$ cat config.mk
export PLATFORM = sky130hd
export DESIGN_NAME = tour_cmd_seq
export DESIGN_NICKNAME = d
export VERILOG_FILES = /design/src/rtl/tour_cmd_seq.sv
export SDC_FILE = /design/constraint.sdc
export NUM_CORES = 1
export LEC_CHECK = 0
export CORE_ASPECT_RATIO = 1.4
export CORE_MARGIN = 1
export CORE_UTILIZATION = 50
export CTS_CLUSTER_SIZE = 30
export DETAILED_ROUTE_END_ITERATION = 8
export DONT_BUFFER_PORTS = 1
export HOLD_SLACK_MARGIN = 0.1
export PLACE_DENSITY = 0.79
export SYNTH_ARGS = -nofsm -noshare
export SYNTH_HDL_FRONTEND = slang
export SYNTH_SLANG_ARGS = --single-unit
$ cat constraint.sdc
create_clock -name clk -period 1.7 [get_ports clk]
set_input_delay 0.34 -clock clk [delete_from_list [all_inputs] [get_ports clk]]
set_output_delay 0.34 -clock clk [all_outputs]
set_load 0.02 [all_outputs]
$ cat src/rtl/tour_cmd_seq.sv
`default_nettype none
// ============================================================================
// Module   : tour_cmd_seq
// Purpose  : Shares cmd_proc between the UART command path and the Knight's
//            Tour replay. While idle, UART commands pass straight through. After
//            tour_go, each solved L-move is issued as a vertical leg followed by
//            a horizontal leg with fanfare.
// Revision : 1.0 - initial release
// ============================================================================
module tour_cmd_seq #(
    parameter int NUM_MOVES = 24,
    parameter int IDX_W     = 5
) (
    input  logic             clk,
    input  logic             rst,
    input  logic             tour_go_i,
    input  logic [7:0]       move_i,
    output logic [IDX_W-1:0] mv_indx_o,
    input  logic [15:0]      cmd_UART_i,
    input  logic             cmd_rdy_UART_i,
    output logic             clr_cmd_rdy_UART_o,
    output logic [15:0]      cmd_o,
    output logic             cmd_rdy_o,
    input  logic             clr_cmd_rdy_i,
    input  logic             send_resp_i,
    output logic [7:0]       resp_o,
    output logic             tour_active_o
);

    localparam logic [3:0]       c_OP_MOVE   = 4'h2;
    localparam logic [3:0]       c_OP_FANF   = 4'h3;
    localparam logic [7:0]       c_HDG_N     = 8'h00;
    localparam logic [7:0]       c_HDG_W     = 8'h3F;
    localparam logic [7:0]       c_HDG_S     = 8'h7F;
    localparam logic [7:0]       c_HDG_E     = 8'hBF;
    localparam logic [7:0]       c_RESP_DONE = 8'hA5;
    localparam logic [7:0]       c_RESP_MORE = 8'h5A;
    localparam logic [IDX_W-1:0] c_LAST_IDX  = IDX_W'(NUM_MOVES - 1);

    typedef enum logic [2:0] {
        IDLE   = 3'd0,
        LOAD   = 3'd1,
        VERT   = 3'd2,
        WAIT_V = 3'd3,
        HORZ   = 3'd4,
        WAIT_H = 3'd5
    } state_t;

    state_t             state_q, state_d;
    logic [IDX_W-1:0]   mv_indx_q, mv_indx_d;
    logic [7:0]         mv_reg_q, mv_reg_d;
    logic [15:0]        cmd_q, cmd_d;
    logic               w_last;

    // Vertical leg of a one-hot knight move; the lowest set bit wins.
    function automatic logic [15:0] f_vert_cmd(input logic [7:0] m);
        logic [15:0] c;
        c = 16'h0000;
        casez (m)
            8'b???????1: c = {c_OP_MOVE, c_HDG_N, 4'd2};
            8'b??????10: c = {c_OP_MOVE, c_HDG_N, 4'd2};
            8'b?????100: c = {c_OP_MOVE, c_HDG_N, 4'd1};
            8'b????1000: c = {c_OP_MOVE, c_HDG_S, 4'd1};
            8'b???10000: c = {c_OP_MOVE, c_HDG_S, 4'd2};
            8'b??100000: c = {c_OP_MOVE, c_HDG_S, 4'd2};
            8'b?1000000: c = {c_OP_MOVE, c_HDG_S, 4'd1};
            8'b10000000: c = {c_OP_MOVE, c_HDG_N, 4'd1};
            default:     c = 16'h0000;
        endcase
        return c;
    endfunction

    // Horizontal leg (with fanfare) of a one-hot knight move; lowest bit wins.
    function automatic logic [15:0] f_horz_cmd(input logic [7:0] m);
        logic [15:0] c;
        c = 16'h0000;
        casez (m)
            8'b???????1: c = {c_OP_FANF, c_HDG_E, 4'd1};
            8'b??????10: c = {c_OP_FANF, c_HDG_W, 4'd1};
            8'b?????100: c = {c_OP_FANF, c_HDG_W, 4'd2};
            8'b????1000: c = {c_OP_FANF, c_HDG_W, 4'd2};
            8'b???10000: c = {c_OP_FANF, c_HDG_W, 4'd1};
            8'b??100000: c = {c_OP_FANF, c_HDG_E, 4'd1};
            8'b?1000000: c = {c_OP_FANF, c_HDG_E, 4'd2};
            8'b10000000: c = {c_OP_FANF, c_HDG_E, 4'd2};
            default:     c = 16'h0000;
        endcase
        return c;
    endfunction

    assign w_last    = (mv_indx_q == c_LAST_IDX);
    assign mv_indx_o = mv_indx_q;

    // State, move index, latched move and registered tour command.
    always_ff @(posedge clk) begin
        if (rst) begin
            state_q   <= IDLE;
            mv_indx_q <= '0;
            mv_reg_q  <= 8'h00;
            cmd_q     <= 16'h0000;
        end else begin
            state_q   <= state_d;
            mv_indx_q <= mv_indx_d;
            mv_reg_q  <= mv_reg_d;
            cmd_q     <= cmd_d;
        end
    end

    // Next-state logic and outputs; IDLE forwards the UART path untouched.
    always_comb begin
        state_d            = state_q;
        mv_indx_d          = mv_indx_q;
        mv_reg_d           = mv_reg_q;
        cmd_d              = cmd_q;
        cmd_o              = cmd_q;
        cmd_rdy_o          = 1'b0;
        clr_cmd_rdy_UART_o = 1'b0;
        resp_o             = c_RESP_MORE;
        tour_active_o      = 1'b1;

        case (state_q)
            IDLE: begin
                cmd_o              = cmd_UART_i;
                cmd_rdy_o          = cmd_rdy_UART_i;
                clr_cmd_rdy_UART_o = clr_cmd_rdy_i;
                resp_o             = c_RESP_DONE;
                tour_active_o      = 1'b0;
                if (tour_go_i) begin
                    mv_indx_d = '0;
                    state_d   = LOAD;
                end
            end
            LOAD: begin
                mv_reg_d = move_i;
                if (move_i == 8'h00) begin
                    // Empty move slot: nothing to replay.
                    state_d = IDLE;
                end else begin
                    cmd_d   = f_vert_cmd(move_i);
                    state_d = VERT;
                end
            end
            VERT: begin
                cmd_rdy_o = 1'b1;
                if (clr_cmd_rdy_i) begin
                    state_d = WAIT_V;
                end
            end
            WAIT_V: begin
                if (send_resp_i) begin
                    cmd_d   = f_horz_cmd(mv_reg_q);
                    state_d = HORZ;
                end
            end
            HORZ: begin
                cmd_rdy_o = 1'b1;
                if (clr_cmd_rdy_i) begin
                    state_d = WAIT_H;
                end
            end
            WAIT_H: begin
                resp_o = w_last ? c_RESP_DONE : c_RESP_MORE;
                if (send_resp_i) begin
                    if (w_last) begin
                        state_d = IDLE;
                    end else begin
                        mv_indx_d = mv_indx_q + IDX_W'(1);
                        state_d   = LOAD;
                    end
                end
            end
            default: begin
                state_d = IDLE;
            end
        endcase
    end

endmodule
`default_nettype wire

==> out/qor.yml <==
status: "finished with violations"
violations: "negative setup slack"
synth_area_leaders: "dfxtp_1 (32%), mux2i_1 (6.3%), nor2_1 (4.7%), mux2_2 (4.7%), buf_4 (4.2%)"
min_to: "mv_reg_q[4]"
dpl-instance-area_sq_mm: 0.00158
min_period_ns: 1.82
routedWlPerCell_um: 16.6
powerDensity_mw_per_mm2: 2070
dr_total_vias: 1343
clkTransAtPathRegs_ns: 0.12
r2r-end: "cmd_q[13]"
grt_pass1_vias: 1298
root_buffer: "clkbuf_4"
cts_buffers: 3
drtIter0Drc: 39
floorplan.rows: 22
synth_top_area_share_pct: 32.3
ys_ff_latch: 23
synth.distinct_cells: 50
grtUsageTotal_pct: 25.4
worst-path-stages: 3
antenna_found_initial: 0
clkSinkCount: 23
tightestPinTransition_ns: 0.632
post-place-ws_ns: 0.0349
synth_largest_area_cell: "dfxtp_1"
drv_cap: 0
stdcell_count: 224
arrival_ns: 1.48
die_h_um: 65.2
ys_seq_area_share_pct: 32.3
fmax_mhz: 551
multi_input_area_sq_mm: 0.00102
place_congestion: 0.874
synth_nets: 197
placedCellCount: 206
rrSetupSlack_ns: -0.07
worstHoldPathCells: 2
peakVddDrop_uv: 1140
drive_above_1_share_pct: 42.6
drc: 0
criticalPathCategory: "reg2out"
critPathMaxFanout: 8
worst_clock_skew_ns: 0.00143
register_area_sq_um: 474
max-slew-margin-rel_pct: 57.4
yosysWarningCount: 0
post-route-period-util_pct: 107
final_util_pct: 70.8
final_max_slew_viol_count: 0
syn_area_sq_mm: 0.00143
io_pins: 62
grt_max_degree: 18
h-tree-depth: 1
path_delay_family: "flip-flops"
grt_overflow: 0
power_leakage_nw: 0.735
syn2layout_area_growth_pct: 32.3
critPathLaunchType: "flop"
core_region_area_sq_mm: 0.00267
critPathMaxStageDelay_ns: 0.38
rsz0062_at_grt: "yes"
antenna_cells: 0
num-fill-cells: 210
wl_um: 3720
cp_slowest_cell: "dfxtp_4"
clock_latency_ns: 0.32
synth_cells: 166
grt_pass1_wl_um: 5710
fin_nets: 220
r2r-start: "state_q[2]"
synth-edff-count: 0
tritoncts: "done"
drt_first_pass_iters: 4
tns_ns: -2.09
synth_top_flop_cell: "dfxtp_1"
r2r_cells: 7
antenna_left: 0
hold_viol_final: 0
dieArea_sq_mm: 0.00308
min-delay-start: "move_i[4]"
path_buf_inv: 1
synthArstFlopShare_pct: 0
place.port_buffers: 0
cp_data_required_time_ns: 1.36
critPathCaptureType: "output port"
post-route-cell-area_sq_mm: 0.00189
start_util_pct: 53.5
finalWorstSetupSlack_ns: -0.116
hpwlAfterDp_um: 2510
hp-class: "in2reg"
fp.dieW_um: 47.2
avgSynthCellArea_sq_um: 8.60
critical_path.cell_chain: "nor3_4 -> buf_12 -> mux2_4"
viasPerCell: 6.00
setup_viol: 28
clockBufferDepth: 2
per-layer routing:
metal / GRT usage [%] / vias to the layer above / wire (um)
li1: - / 656 / -
met1: 27.3 / 639 / 1430
met2: 45.0 / 41 / 2030
met3: 3.85 / 7 / 176
met4: 13.2 / 0 / 85
met5: 0 / - / 0
metrics by stage:
stage	hold WS [ns]	total power, mW
finish	0.172	3.90
detailed placement	0.413	3.01
global placement	0.408	2.94
global route	0.167	4.14
floorplan	0.441	2.62
CTS	0.170	3.76
cells in the final DEF (no fill, tap or decap), types with 4 or more instances in the layout:
cell type | Yosys | final
nand3_1 | 6 | 6
a21o_4 | 0 | 6
nor3_1 | 6 | 5
mux2_4 | 0 | 6
nor2_1 | 18 | 16
nand2_1 | 6 | 6
o31ai_1 | 4 | 4
a21oi_1 | 10 | 9
buf_4 | 8 | 26
mux2i_1 | 9 | 9
dfxtp_1 | 23 | 18
and2_4 | 0 | 7
kinds of logic after synthesis:
logic type | Yosys count | share of synthesized area [%]
AOI/OAI and AO/OA | 42 | 21.0
xor gates and xnor gates | 1 | 0.614
adders and majority gates | 1 | 0.876
buffers and inverters | 20 | 7.54
DFF | 23 | 32.3
muxes | 15 | 11.0
and+or+nand+nor | 64 | 26.6
state kept, by name (all words and copies together), names as in the netlist:
signal / flops
cmd_q: 7
mv_indx_o: 5
mv_reg_q: 8
state_q: 3
worst reg2reg max path: stages (launching register included):
cell	delay (ns)
dfxtp_4	0.38
buf_4	0.16
buf_4	0.16
buf_4	0.14
nand3b_2	0.21
a222oi_1	0.33
buf_4	0.18
a311oi_1	0.08
cells in the mapped netlist, types with 2 or more instances:
library cell  count
dfxtp_1          23
and2_1            5
o21ai_0           4
mux2i_1           9
nor3b_1           2
clkbuf_1          5
nor3b_2           2
inv_1             3
a21oi_1          10
buf_4             8
or4_1             4
o21a_1            2
nor2_1           18
nand2_1           6
a21o_1            7
buf_2             2
nand2b_1          2
nand4b_1          2
or4_4             2
nand3_1           6
a311oi_1          2
o31ai_1           4
mux2_2            6
nor3_1            6
worst max-delay path by stage:
stage / to / startpoint / slack (ns)
final: cmd_o[12] / state_q[2] / -0.12
after global routing: cmd_o[12] / state_q[2] / -0.19
after CTS: cmd_o[1] / state_q[2] / -0.13
after detailed placement: state_q[2] / state_q[2] / 0.03
after global placement: mv_indx_o[3] / mv_indx_o[0] / 0.08
after floorplan: cmd_o[4] / state_q[0] / -0.07
area by class of cell:
type                    instances  area share (%)
multi-input cells             123            53.8
clock buffers                   3            1.19
clock inverters                 1           0.265
well taps                      36            2.38
inverters                       4           0.795
flip-flops and latches         23            25.1
repair buffers                 34            16.4
timing repair:
action / in CTS / in global routing
setup buffers: 8 / 4
gates resized for setup: 42 / 6
hold buffers: 1 / 0
gates cloned: 0 / 1
endpoints found under the hold margin: 17 / 0
endpoints found under the setup margin: 26 / 35
pin swaps: 12 / 5
where the power goes:
part	internal [mW]	switching (mW)	total, mW
sequential	0.684	0.111	0.794
combinational	1.34	1.52	2.85
clock	0.0882	0.167	0.255
total	2.11	1.79	3.90
Power figures use the tool's default switching activity.
